File: config.mk
export PLATFORM = sky130hd
export DESIGN_NAME = uart_tx_arbiter
export DESIGN_NICKNAME = d
export VERILOG_FILES = /design/src/rtl/uart_tx_arbiter.sv
export SDC_FILE = /design/constraint.sdc
export NUM_CORES = 1
export LEC_CHECK = 0
export BUFFER_PORTS_ARGS = -buffer_cell sky130_fd_sc_hd__buf_4
export CORE_ASPECT_RATIO = 2
export CORE_MARGIN = 1.5
export CORE_UTILIZATION = 56
export DETAILED_ROUTE_END_ITERATION = 16
export PLACE_DENSITY = 0.85
export SLEW_MARGIN = 10
export SYNTH_ARGS = -nofsm -noshare
export SYNTH_HDL_FRONTEND = slang
export SYNTH_SLANG_ARGS = --single-unit
File: constraint.sdc
create_clock -name i_Clock -period 8.3 [get_ports i_Clock]
set_clock_uncertainty 0.05 [all_clocks]
set_input_delay 0.415 -clock i_Clock [delete_from_list [all_inputs] [get_ports i_Clock]]
set_output_delay 0.415 -clock i_Clock [all_outputs]
set_load 0.01 [all_outputs]
File: src/rtl/uart_tx_arbiter.sv
// ============================================================================
// Module   : uart_tx_arbiter
// Purpose  : Round-robin, frame-granular sharing of one UART transmitter
//            among N_REQ requesters, with a per-byte completion timeout.
// Revision : 1.0 - initial release
// ============================================================================
`default_nettype none

module uart_tx_arbiter #(
    parameter int N_REQ        = 4,
    parameter int FRAME_BYTES  = 2,
    parameter int TIMEOUT_CLKS = 65535
) (
    input  logic                           i_Clock,
    input  logic                           i_Rst_n,
    input  logic [N_REQ-1:0]               i_Req,
    input  logic [N_REQ*FRAME_BYTES*8-1:0] i_Frame,
    output logic [N_REQ-1:0]               o_Grant,
    output logic [N_REQ-1:0]               o_Done,
    output logic [N_REQ-1:0]               o_Err,
    output logic                           o_Tx_DV,
    output logic [7:0]                     o_Tx_Byte,
    input  logic                           i_Tx_Active,
    input  logic                           i_Tx_Done,
    output logic                           o_Busy
);

    localparam int c_FRAME_W = FRAME_BYTES * 8;
    localparam int c_IDX_W   = (FRAME_BYTES > 1) ? $clog2(FRAME_BYTES) : 1;
    localparam int c_REQ_W   = $clog2(N_REQ);
    localparam int c_CNT_W   = $clog2(TIMEOUT_CLKS + 1);

    typedef enum logic [1:0] {
        IDLE      = 2'd0,
        WAIT_DONE = 2'd1,
        GAP       = 2'd2,
        FINISH    = 2'd3
    } state_t;

    state_t               r_state, w_state_next;
    logic [c_FRAME_W-1:0] r_buf, w_buf_next;
    logic [c_IDX_W-1:0]   r_idx, w_idx_next;
    logic [c_CNT_W-1:0]   r_cnt, w_cnt_next, w_cnt_inc;
    logic [c_REQ_W-1:0]   r_owner, w_owner_next;
    logic [c_REQ_W-1:0]   r_last, w_last_next;
    logic [N_REQ-1:0]     w_grant_next, w_done_next, w_err_next;
    logic                 w_dv_next, w_busy_next;
    logic [7:0]           w_byte_next;

    logic [2*N_REQ-1:0]   w_req2;
    logic                 w_found;
    logic [c_REQ_W-1:0]   w_pick;
    logic [c_FRAME_W-1:0] w_sel_frame;
    logic [N_REQ-1:0]     w_pick_onehot, w_owner_onehot;

    assign w_req2         = {i_Req, i_Req};
    assign w_pick_onehot  = {{(N_REQ-1){1'b0}}, 1'b1} << w_pick;
    assign w_owner_onehot = {{(N_REQ-1){1'b0}}, 1'b1} << r_owner;
    assign w_cnt_inc      = r_cnt + c_CNT_W'(1);

    // Scan the doubled request vector from last_granted+1 for N_REQ positions,
    // which gives the wrapping round-robin search without a modulo on r_last.
    always_comb begin
        w_found = 1'b0;
        w_pick  = '0;
        for (int i = 0; i < 2*N_REQ; i++) begin
            if (!w_found && w_req2[i] && (i > int'(r_last)) && (i <= int'(r_last) + N_REQ)) begin
                w_found = 1'b1;
                w_pick  = c_REQ_W'(i % N_REQ);
            end
        end
    end

    always_comb begin
        w_sel_frame = '0;
        for (int k = 0; k < N_REQ; k++) begin
            if (w_pick == c_REQ_W'(k)) begin
                w_sel_frame = i_Frame[k*c_FRAME_W +: c_FRAME_W];
            end
        end
    end

    always_comb begin
        w_state_next = r_state;
        w_buf_next   = r_buf;
        w_idx_next   = r_idx;
        w_cnt_next   = r_cnt;
        w_owner_next = r_owner;
        w_last_next  = r_last;
        w_grant_next = '0;
        w_done_next  = '0;
        w_err_next   = '0;
        w_dv_next    = 1'b0;
        w_byte_next  = o_Tx_Byte;
        w_busy_next  = o_Busy;

        case (r_state)
            IDLE: begin
                // Busy stays high only through the Err cycle that lands here.
                w_busy_next = 1'b0;
                if (w_found && !i_Tx_Active) begin
                    w_owner_next = w_pick;
                    w_grant_next = w_pick_onehot;
                    w_dv_next    = 1'b1;
                    w_byte_next  = w_sel_frame[7:0];
                    w_buf_next   = w_sel_frame >> 8;
                    w_idx_next   = '0;
                    w_cnt_next   = '0;
                    w_busy_next  = 1'b1;
                    w_state_next = WAIT_DONE;
                end
            end
            WAIT_DONE: begin
                w_cnt_next = w_cnt_inc;
                if (i_Tx_Done) begin
                    if (r_idx == c_IDX_W'(FRAME_BYTES-1)) begin
                        w_done_next  = w_owner_onehot;
                        w_last_next  = r_owner;
                        w_state_next = FINISH;
                    end else begin
                        w_idx_next   = r_idx + c_IDX_W'(1);
                        w_state_next = GAP;
                    end
                end else if (w_cnt_inc == c_CNT_W'(TIMEOUT_CLKS)) begin
                    w_err_next   = w_owner_onehot;
                    w_last_next  = r_owner;
                    w_cnt_next   = '0;
                    w_state_next = IDLE;
                end
            end
            GAP: begin
                if (!i_Tx_Active) begin
                    w_dv_next    = 1'b1;
                    w_byte_next  = r_buf[7:0];
                    w_buf_next   = r_buf >> 8;
                    w_cnt_next   = '0;
                    w_state_next = WAIT_DONE;
                end
            end
            FINISH: begin
                w_busy_next  = 1'b0;
                w_state_next = IDLE;
            end
            default: begin
                w_state_next = IDLE;
            end
        endcase
    end

    always_ff @(posedge i_Clock or negedge i_Rst_n) begin
        if (!i_Rst_n) begin
            r_state   <= IDLE;
            r_buf     <= '0;
            r_idx     <= '0;
            r_cnt     <= '0;
            r_owner   <= '0;
            r_last    <= c_REQ_W'(N_REQ-1);
            o_Grant   <= '0;
            o_Done    <= '0;
            o_Err     <= '0;
            o_Tx_DV   <= 1'b0;
            o_Tx_Byte <= '0;
            o_Busy    <= 1'b0;
        end else begin
            r_state   <= w_state_next;
            r_buf     <= w_buf_next;
            r_idx     <= w_idx_next;
            r_cnt     <= w_cnt_next;
            r_owner   <= w_owner_next;
            r_last    <= w_last_next;
            o_Grant   <= w_grant_next;
            o_Done    <= w_done_next;
            o_Err     <= w_err_next;
            o_Tx_DV   <= w_dv_next;
            o_Tx_Byte <= w_byte_next;
            o_Busy    <= w_busy_next;
        end
    end

endmodule

`default_nettype wire
==> flow_metrics.py <==
metrics = {
    "sta": {
        "min_period_ns": 3.26,
        "maxSlewViolCount": 0,
        "worst_slew_pin_slew_ns": 1.09,
        "slew_headroom_pct": 26.6,
        "hold_viol_final": 0,
        "setup-tns-final_ns": 0,
        "fmax_mhz": 307,
        "finalSetupViolations": 0,
        "rsz0062_at_grt": "no",
        "period_share_pct": 39.3,
        "worst_hold_slack_ns": 0.104,
    },
    "logic_synthesis": {
        "synth_largest_area_cell": "dfrtp_1",
        "syn-instance-count": 364,
        "ys_ff_latch": 53,
        "netlist-cell-type-count": 57,
        "yosysSeqAreaShare_pct": 40.6,
        "synth_edf_count": 0,
        "async_flop_share_pct": 100,
        "synthTopCellsByCount": "dfrtp_1, nand2_1, nor2_1",
        "netlist_area_sq_um": 3270,
        "synth_fp_nets": 442,
        "synth_area_leaders": "dfrtp_1, a21oi_1, o21ai_0",
        "yosysMostFrequentCell": "dfrtp_1",
        "synth_area_per_cell_sq_um": 9.00,
        "synth_warnings": 0,
        "yosys.area.top_type_share_pct": 39.0,
        "synthFlopType": "dfrtp_1",
    },
    "global_route": {
        "gr-total-overflow": 0,
        "first_global_vias": 3250,
        "antenna_found_initial": 0,
        "grt_max_degree": 54,
        "grt_pass1_wl_um": 15500,
        "track_usage_pct": 31.3,
    },
    "power_and_ir_drop": {
        "total_power_mw": 1.22,
        "p_leak_nw": 1.86,
        "p_per_area_nw_per_um2": 295,
        "ir_drop_v": 0.000276,
    },
    "worst_setup_path": {
        "crit_path_top_delay_cell": "o41ai_2",
        "arrival_ns": 3.39,
        "path_buf_inv": 0,
        "cp_max_fo": 9,
        "worst_ep_required_time_ns": 8.43,
        "critical-path-max-stage-delay_ns": 0.73,
        "setup.worst_path.start_class": "flip-flop",
        "path_delay_family": "compound AO/OA/AOI/OAI gates",
        "cp_cell_sequence": "ha_1 -> and4_1 -> nand4_4 -> a211oi_2 -> o2111ai_2 -> o41ai_2 -> nor2_2 -> a22o_2",
        "worst-setup-path-type": "flip-flop to flip-flop",
        "critPathCaptureType": "flip-flop",
    },
    "floorplanning": {
        "die-area_sq_um": 6340,
        "rows": 39,
        "die_h_um": 111,
        "coreArea_sq_um": 5660,
        "ioPinCount": 94,
        "dieWidth_um": 57.1,
        "start_util_pct": 57.8,
    },
    "final_layout": {
        "diodes": 0,
        "synthToLayoutAreaGrowth_pct": 25.9,
        "final_nets": 522,
        "fillerInstances": 450,
        "instances_no_fill": 506,
        "drive_gt1_share_pct": 27.2,
    },
    "detailed_routing": {
        "dr.pass1.iters": 6,
        "vias": 3334,
        "ant_nets": 0,
        "route.detailed.wl_per_inst_um": 19.6,
        "vias_per_cell": 6.59,
        "drc": 0,
        "routed_wl_um": 9930,
        "drtIter0Drc": 274,
    },
    "place": {
        "io_buffers": 93,
        "dp.cells": 498,
        "place_congestion": 0.896,
        "place_hpwl_um": 7530,
    },
    "clock_tree": {
        "clock_latency_ns": 0.29,
        "cts_hold_buf": 0,
        "numCtsBuffers": 5,
        "ctsHtreeMaxLevel": 2,
        "cts_buffer_depth": 2,
        "cts_root_buf": "clkbuf_16",
        "cts_resized": 0,
        "postCtsSetupRepairBufs": 0,
        "cts_tree": "yes",
        "clkTransAtPathRegs_ns": 0.07,
        "clock-sinks": 53,
    },
    "run_status": {
        "status": "complete, no violations",
    },
    "flow_run": {
        "maxCapViolCount": 0,
    },
    "min_path": {
        "worst_hold_path_type": "primary input to asynchronous set/reset pin",
    },
}
## state kept, by name (all words and copies together) (netlist names), 2 cells and up
| signal | count |
|---|---|
| r_cnt | 16 |
| o_Tx_Byte | 8 |
| r_buf | 8 |
| o_Done | 4 |
| o_Err | 4 |
| o_Grant | 4 |
| r_last | 2 |
| r_owner | 2 |
| r_state | 2 |
## report_power, final
group / switching, mW / internal [mW] / leakage, nW
sequential: 0.0561 / 0.325 / 0.702
combinational: 0.341 / 0.251 / 1.07
clock: 0.0926 / 0.151 / 0.0841
## metrics by stage
step | setup slack [ns] | util (%) | area, sq um
5_1_grt | 4.81 | 72.8 | 4120
3_5_place_dp | 5.06 | 69.8 | 3950
3_3_place_gp | 5.19 | 69.8 | 3950
2_1_floorplan | 5.52 | - | 3270
6_report | 5.04 | 72.8 | 4120
4_1_cts | 5.06 | 72.8 | 4120
## cell usage in the layout (no fill, tap or decap), drive strengths merged, types with 9 or more instances in the layout
| master | count |
|---|---|
| a21oi | 30 |
| nor3 | 9 |
| dfrtp | 51 |
| nor2 | 33 |
| a22o | 16 |
| o21ai | 32 |
| buf | 94 |
| nand2b | 9 |
| inv | 10 |
| nand2 | 32 |
| a22oi | 17 |
## per-layer routing
layer  global-route usage (%)  routed length [um]
met2                     59.5                5710
met1                     32.0                3250
met5                        0                   0
met3                     4.20                 533
met4                     14.1                 429
## layout make-up
class                           instances  area [sq um]  share of cell area (%)
Multi-Input combinational cell        280          1800                    43.7
Sequential cell                        53          1330                    32.2
Timing Repair Buffer                   94           706                    17.1
Inverter                               10          37.5                   0.911
Clock buffer                            7           143                    3.46
Clock inverter                          1          30.0                   0.729
Tap cell                               61          76.3                    1.85
## kinds of logic after synthesis
family	Yosys count	share of synthesized area, %
AOI/OAI and AO/OA	154	33.1
and+or+nand+nor	116	18.0
DFF	53	40.6
buffers and inverters	31	4.59
adders and majority gates	6	2.29
muxes	3	1.26
xor gates and xnor gates	1	0.268
## final timing paths
kind / start / end / slack [ns] / cells after the start
setup / recovery: r_cnt[0] / r_cnt[2] / 5.04 / 8
hold / removal: i_Rst_n / r_cnt[10] / 0.10 / 1
setup reg to reg: r_cnt[0] / r_cnt[2] / 5.04 / 8
hold reg to reg: o_Tx_Byte[2] / o_Tx_Byte[2] / 0.44 / 2
max in group asynchronous: i_Rst_n / r_cnt[0] / 7.64 / 1
min in group i_Clock: i_Tx_Active / o_Tx_DV / 0.28 / 2
(Power assumes the default switching activity.)
